### src/rtl/reg_bus_master_pkg.sv
// Shared definitions for the register-bus initiator and the register block it drives.
package reg_bus_master_pkg;

  localparam int DEF_IN_ADDR_WIDTH  = 7;
  localparam int DEF_OUT_ADDR_WIDTH = 9;
  localparam int DEF_DATA_WIDTH     = 16;
  localparam int DEF_LEN_WIDTH      = 5;

  // All ones sits outside the block's write window, so presenting it is a no-op.
  localparam logic [DEF_IN_ADDR_WIDTH-1:0] PARK_ADDR = '1;

  typedef enum logic [2:0] {
    ST_IDLE   = 3'd0,
    ST_WR     = 3'd1,
    ST_WR_RSP = 3'd2,
    ST_RD_SET = 3'd3,
    ST_RD_CAP = 3'd4,
    ST_RD_RSP = 3'd5
  } state_t;

endpackage

### src/rtl/reg_bus_master.sv
// Initiator for a register block: converts request/write-data/response handshakes
// into write strobes (Addr_In/Data_In) and read lookups (Addr_Out/Data_Out).
module reg_bus_master
  import reg_bus_master_pkg::*;
#(
  parameter int IN_ADDR_WIDTH  = DEF_IN_ADDR_WIDTH,
  parameter int OUT_ADDR_WIDTH = DEF_OUT_ADDR_WIDTH,
  parameter int DATA_WIDTH     = DEF_DATA_WIDTH,
  parameter int LEN_WIDTH      = DEF_LEN_WIDTH
) (
  input  logic                      clk,
  input  logic                      rst,
  input  logic                      Req_Valid,
  output logic                      Req_Ready,
  input  logic                      Req_Write,
  input  logic [OUT_ADDR_WIDTH-1:0] Req_Addr,
  input  logic [LEN_WIDTH-1:0]      Req_Len,
  input  logic                      Wr_Valid,
  output logic                      Wr_Ready,
  input  logic [DATA_WIDTH-1:0]     Wr_Data,
  output logic                      Rsp_Valid,
  input  logic                      Rsp_Ready,
  output logic [DATA_WIDTH-1:0]     Rsp_Data,
  output logic                      Rsp_Last,
  output logic                      Rsp_Err,
  output logic [IN_ADDR_WIDTH-1:0]  Reg_Addr_In,
  output logic [DATA_WIDTH-1:0]     Reg_Data_In,
  output logic [OUT_ADDR_WIDTH-1:0] Reg_Addr_Out,
  input  logic [DATA_WIDTH-1:0]     Reg_Data_Out
);

  localparam logic [IN_ADDR_WIDTH-1:0] ParkAddr = '1;

  state_t                      state_q, state_d;
  logic [OUT_ADDR_WIDTH-1:0]   addr_q, addr_d;
  logic [LEN_WIDTH-1:0]        cnt_q, cnt_d;
  logic                        err_q, err_d;

  logic                        req_ready_d, wr_ready_d, rsp_valid_d;
  logic [DATA_WIDTH-1:0]       rsp_data_d;
  logic                        rsp_last_d, rsp_err_d;
  logic [IN_ADDR_WIDTH-1:0]    addr_in_d;
  logic [DATA_WIDTH-1:0]       data_in_d;
  logic [OUT_ADDR_WIDTH-1:0]   addr_out_d;

  logic req_hs, wr_hs, rsp_hs, in_window, last_beat;

  assign req_hs    = Req_Valid & Req_Ready;
  assign wr_hs     = Wr_Valid & Wr_Ready;
  assign rsp_hs    = Rsp_Valid & Rsp_Ready;
  assign in_window = ~|addr_q[OUT_ADDR_WIDTH-1:IN_ADDR_WIDTH];
  assign last_beat = (cnt_q == '0);

  always_ff @(posedge clk) begin
    if (rst) state_q <= ST_IDLE;
    else     state_q <= state_d;
  end

  always_comb begin
    state_d = state_q;
    case (state_q)
      ST_IDLE:   if (req_hs) state_d = Req_Write ? ST_WR : ST_RD_SET;
      ST_WR:     if (wr_hs && last_beat) state_d = ST_WR_RSP;
      ST_WR_RSP: if (rsp_hs) state_d = ST_IDLE;
      ST_RD_SET: state_d = ST_RD_CAP;
      ST_RD_CAP: state_d = ST_RD_RSP;
      ST_RD_RSP: if (rsp_hs) state_d = last_beat ? ST_IDLE : ST_RD_SET;
      default:   state_d = ST_IDLE;
    endcase
  end

  // Next values of every registered output; handshake flags follow the next state.
  always_comb begin
    addr_d      = addr_q;
    cnt_d       = cnt_q;
    err_d       = err_q;
    req_ready_d = (state_d == ST_IDLE);
    wr_ready_d  = (state_d == ST_WR);
    rsp_valid_d = (state_d == ST_WR_RSP) || (state_d == ST_RD_RSP);
    rsp_data_d  = Rsp_Data;
    rsp_last_d  = Rsp_Last;
    rsp_err_d   = Rsp_Err;
    addr_in_d   = ParkAddr;
    data_in_d   = Reg_Data_In;
    addr_out_d  = Reg_Addr_Out;
    case (state_q)
      ST_IDLE: begin
        if (req_hs) begin
          addr_d = Req_Addr;
          cnt_d  = Req_Len;
          err_d  = 1'b0;
        end
      end
      ST_WR: begin
        if (wr_hs) begin
          if (in_window) begin
            addr_in_d = addr_q[IN_ADDR_WIDTH-1:0];
            data_in_d = Wr_Data;
          end else begin
            err_d = 1'b1;
          end
          addr_d = addr_q + 1'b1;
          cnt_d  = cnt_q - 1'b1;
          if (last_beat) begin
            rsp_data_d = '0;
            rsp_last_d = 1'b1;
            rsp_err_d  = err_q | ~in_window;
          end
        end
      end
      ST_RD_SET: addr_out_d = addr_q;
      ST_RD_CAP: begin
        rsp_data_d = Reg_Data_Out;
        rsp_last_d = last_beat;
        rsp_err_d  = 1'b0;
      end
      ST_RD_RSP: begin
        if (rsp_hs && !last_beat) begin
          addr_d = addr_q + 1'b1;
          cnt_d  = cnt_q - 1'b1;
        end
      end
      default: ;
    endcase
  end

  always_ff @(posedge clk) begin
    addr_q <= addr_d;
    cnt_q  <= cnt_d;
    err_q  <= err_d;
  end

  always_ff @(posedge clk) begin
    if (rst) begin
      Req_Ready    <= 1'b0;
      Wr_Ready     <= 1'b0;
      Rsp_Valid    <= 1'b0;
      Rsp_Data     <= '0;
      Rsp_Last     <= 1'b0;
      Rsp_Err      <= 1'b0;
      Reg_Addr_In  <= ParkAddr;
      Reg_Data_In  <= '0;
      Reg_Addr_Out <= '0;
    end else begin
      Req_Ready    <= req_ready_d;
      Wr_Ready     <= wr_ready_d;
      Rsp_Valid    <= rsp_valid_d;
      Rsp_Data     <= rsp_data_d;
      Rsp_Last     <= rsp_last_d;
      Rsp_Err      <= rsp_err_d;
      Reg_Addr_In  <= addr_in_d;
      Reg_Data_In  <= data_in_d;
      Reg_Addr_Out <= addr_out_d;
    end
  end

endmodule

### config.mk
export PLATFORM = sky130hd
export DESIGN_NAME = reg_bus_master
export DESIGN_NICKNAME = d
export VERILOG_FILES = /design/src/rtl/reg_bus_master_pkg.sv /design/src/rtl/reg_bus_master.sv
export SDC_FILE = /design/constraint.sdc
export NUM_CORES = 1
export LEC_CHECK = 0
export CAP_MARGIN = 20
export CORE_ASPECT_RATIO = 1.5
export CORE_MARGIN = 2
export CORE_UTILIZATION = 40
export DETAILED_ROUTE_END_ITERATION = 7
export PLACE_DENSITY = 0.74
export SLEW_MARGIN = 10
export SYNTH_ARGS = -nofsm -noshare
export SYNTH_HDL_FRONTEND = slang
export SYNTH_SLANG_ARGS = --single-unit
### constraint.sdc
create_clock -name clk -period 2.9 [get_ports clk]
set_input_delay 0.58 -clock clk [delete_from_list [all_inputs] [get_ports clk]]
set_output_delay 0.58 -clock clk [all_outputs]
set_load 0.02 [all_outputs]
==> metrics.yaml <==
status: "complete, no violations"
dr.first_iter.drc_count: 105
reg2reg_slack_ns: 0.80
hold_viol_final: 0
initial_core_util_pct: 41.0
synth_cells: 283
die_area_sq_mm: 0.00768
pwr_density_cell_mw_per_mm2: 503
r2r-start: "cnt_q[0]"
hold-path-cell-count: 2
max_slew.worst_pin.slew_ns: 0.689
grt_pass1_wl_mm: 10.8
grt_start_max_net_pins: 30
setup_violations: 0
max_freq_ghz: 0.477
hold_class: "reg -> reg"
end_kind: "register"
crit_path_max_fanout: 16
cts_tree: "done"
synth_ff_type: "dfxtp_1"
hold_buffers: 0
cpPeakStageDelay_ns: 0.51
clkSlewWorstSetupHoldPaths_ns: 0.07
power_w: 0.00204
cap_viol_max_count: 0
skew_ns: 0.0104
clk_path_buf_depth: 2
syn_area_per_cell_sq_um: 9.86
setup_tns_ns: 0
crit_type: "reg -> reg"
io_pins: 105
drtPass1Iterations: 4
rsz0062_at_grt: "false"
track_usage_pct: 18.2
yosysWarnings: 0
dp_hpwl_mm: 4.79
gp_congestion: 0.837
htreeDepth: 3
cp_cell_sequence: "inv_1 > ha_1 > or4b_4 > o31ai_4 > a21oi_2 > a22o_1"
antenna_found_initial: 0
first_global_vias: 2447
hold_end: "Reg_Data_In[4]"
grt_overflow: 0
ir_drop_mv: 0.252
synth_edf_count: 15
hold_start: "Reg_Data_In[4]"
p_leak_nw: 1.52
drt-wirelength-per-cell_microns: 13.9
clk_latency_ns: 0.35
min_period_ns: 2.10
ant_nets: 0
cp.arrival_ns: 2.33
synth_top_area_share_pct: 40.2
ctsResizeCount: 0
slew_headroom_pct: 54.1
yosys-top-cells-count: "56 x dfxtp_1, 51 x nand2_1, 21 x a21oi_1"
ys_seq_elements: 71
syn_area_sq_mm: 0.00279
die_x_microns: 72.2
required_ns: 3.13
dr_total_vias: 2364
cp-start-kind: "register"
die_height_microns: 106
async_reset_ff_share_pct: 0
num_antenna_cells: 0
drive_above_1_share_pct: 5.41
reg2reg_to: "Rsp_Data[3]"
netlist-cell-type-count: 37
crit_slowest_cell: "or4b_4"
core_area_sq_mm: 0.00681
nets: 439
area_growth_pct: 45.6
wl_mm: 6.48
synth_top_cell_by_area: "dfxtp_1"
finalMaxSlewViolations: 0
yosys-top-cells-area: "dfxtp_1 40%, edfxtp_1 16%, nand2_1 6.9%"
cts_buffers: 9
rows: 37
root_buffer: "clkbuf_8"
io_buffer_count: 104
fin_crit_sh_pct: 72.3
r2r_cells: 6
route.detailed.drc: 0
syn_nets: 338
yosysSeqAreaShare_pct: 56.3
yosysMostFrequentCell: "dfxtp_1"
post_cts_buffers: 0
vias_per_cell: 5.07
clock-sinks: 71
startpoint: "cnt_q[0]"
## power by group
| part | internal (W) | leakage, nW | switching [W] |
|---|---|---|---|
| Combinational | 0.000121 | 0.834 | 0.000100 |
| Clock | 0.000406 | 0.0950 | 0.000338 |
| Sequential | 0.00105 | 0.591 | 0.0000309 |
## cells in the final DEF, fill, tap and decap left out, drive strengths merged
master,netlist,final
nand2b,1,1
a31o,1,1
and2,2,2
nand2,51,51
nor4,1,1
nor2b,1,1
and3,5,5
o32ai,1,1
nor2,19,19
or4b,1,1
mux2,2,2
nand4,1,1
xnor2,6,6
clkbuf,15,15
edfxtp,15,15
a22o,16,16
buf,3,4
dfxtp,56,56
inv,5,5
ha,3,3
o21ai,15,15
nor3b,1,1
a211oi,1,1
o21ba,1,1
xor2,4,4
nand3,10,10
nor3,3,3
mux2i,10,10
a32oi,1,1
o31ai,1,1
or3,8,8
nand3b,1,1
a21oi,22,22
clkdlybuf4s50,0,104
## critical path, delay by kind of cell (launching register included)
family                   cells  cell delay [ns]
AO/OA/AOI/OAI                3             0.80
AND/OR/NAND/NOR              1             0.51
flip-flops                   1             0.42
adder cells (fa/ha/maj)      1             0.14
buffers and inverters        1             0.10
## registers in the layout (all words and copies together) (netlist names), 3 cells and up
| signal | cells |
|---|---|
| Reg_Addr_In | 7 |
| Reg_Addr_Out | 9 |
| Reg_Data_In | 16 |
| Rsp_Data | 16 |
| addr_q | 9 |
| cnt_q | 5 |
| state_q | 3 |
## metrics by stage
step | setup slack, ns | instances | hold slack [ns] | area (sq um) | util, %
after floorplan | 0.786 | 283 | 0.489 | 2790 | -
after global placement | 0.626 | 451 | 0.442 | 3880 | 57.0
after detailed placement | 0.591 | 451 | 0.448 | 3880 | 57.0
after CTS | 0.774 | 466 | 0.456 | 4060 | 59.7
after global routing | 0.683 | 466 | 0.478 | 4060 | 59.7
final | 0.804 | 466 | 0.455 | 4060 | 59.7
## kinds of logic after synthesis
| family | count (synthesis) | share of synthesized area, % |
|---|---|---|
| buffers and inverters | 23 | 3.68 |
| DFF | 71 | 56.3 |
| xor gates and xnor gates | 10 | 3.14 |
| AOI/OAI and AO/OA | 59 | 14.1 |
| and+or+nand+nor | 105 | 17.0 |
| muxes | 12 | 4.39 |
| adders and majority gates | 3 | 1.34 |
## per-layer routing
layer | GRT usage [%] | share of wire (%)
met2 | 29.9 | 50
met3 | 5.97 | 7.0
met4 | 11.3 | 3.4
met1 | 19.8 | 40
met5 | 0 | 0
## layout make-up
type                            instances  area, sq um
Sequential cell                        71         1570
Multi-Input combinational cell        189         1120
Tap cell                               78         97.6
Clock buffer                           15          188
Inverter                                5         18.8
Timing Repair Buffer                  108         1070
Fill cell                             582         2740
## how the worst max path moves through the flow
stage	cells after the start	endpoint
global placement	6	Reg_Data_In[3]
finish	6	Rsp_Data[3]
floorplan	7	addr_q[0]
global route	6	Rsp_Data[11]
CTS	6	Rsp_Data[12]
detailed placement	6	Reg_Data_In[6]
No activity file was read; power rests on OpenSTA's default activity.
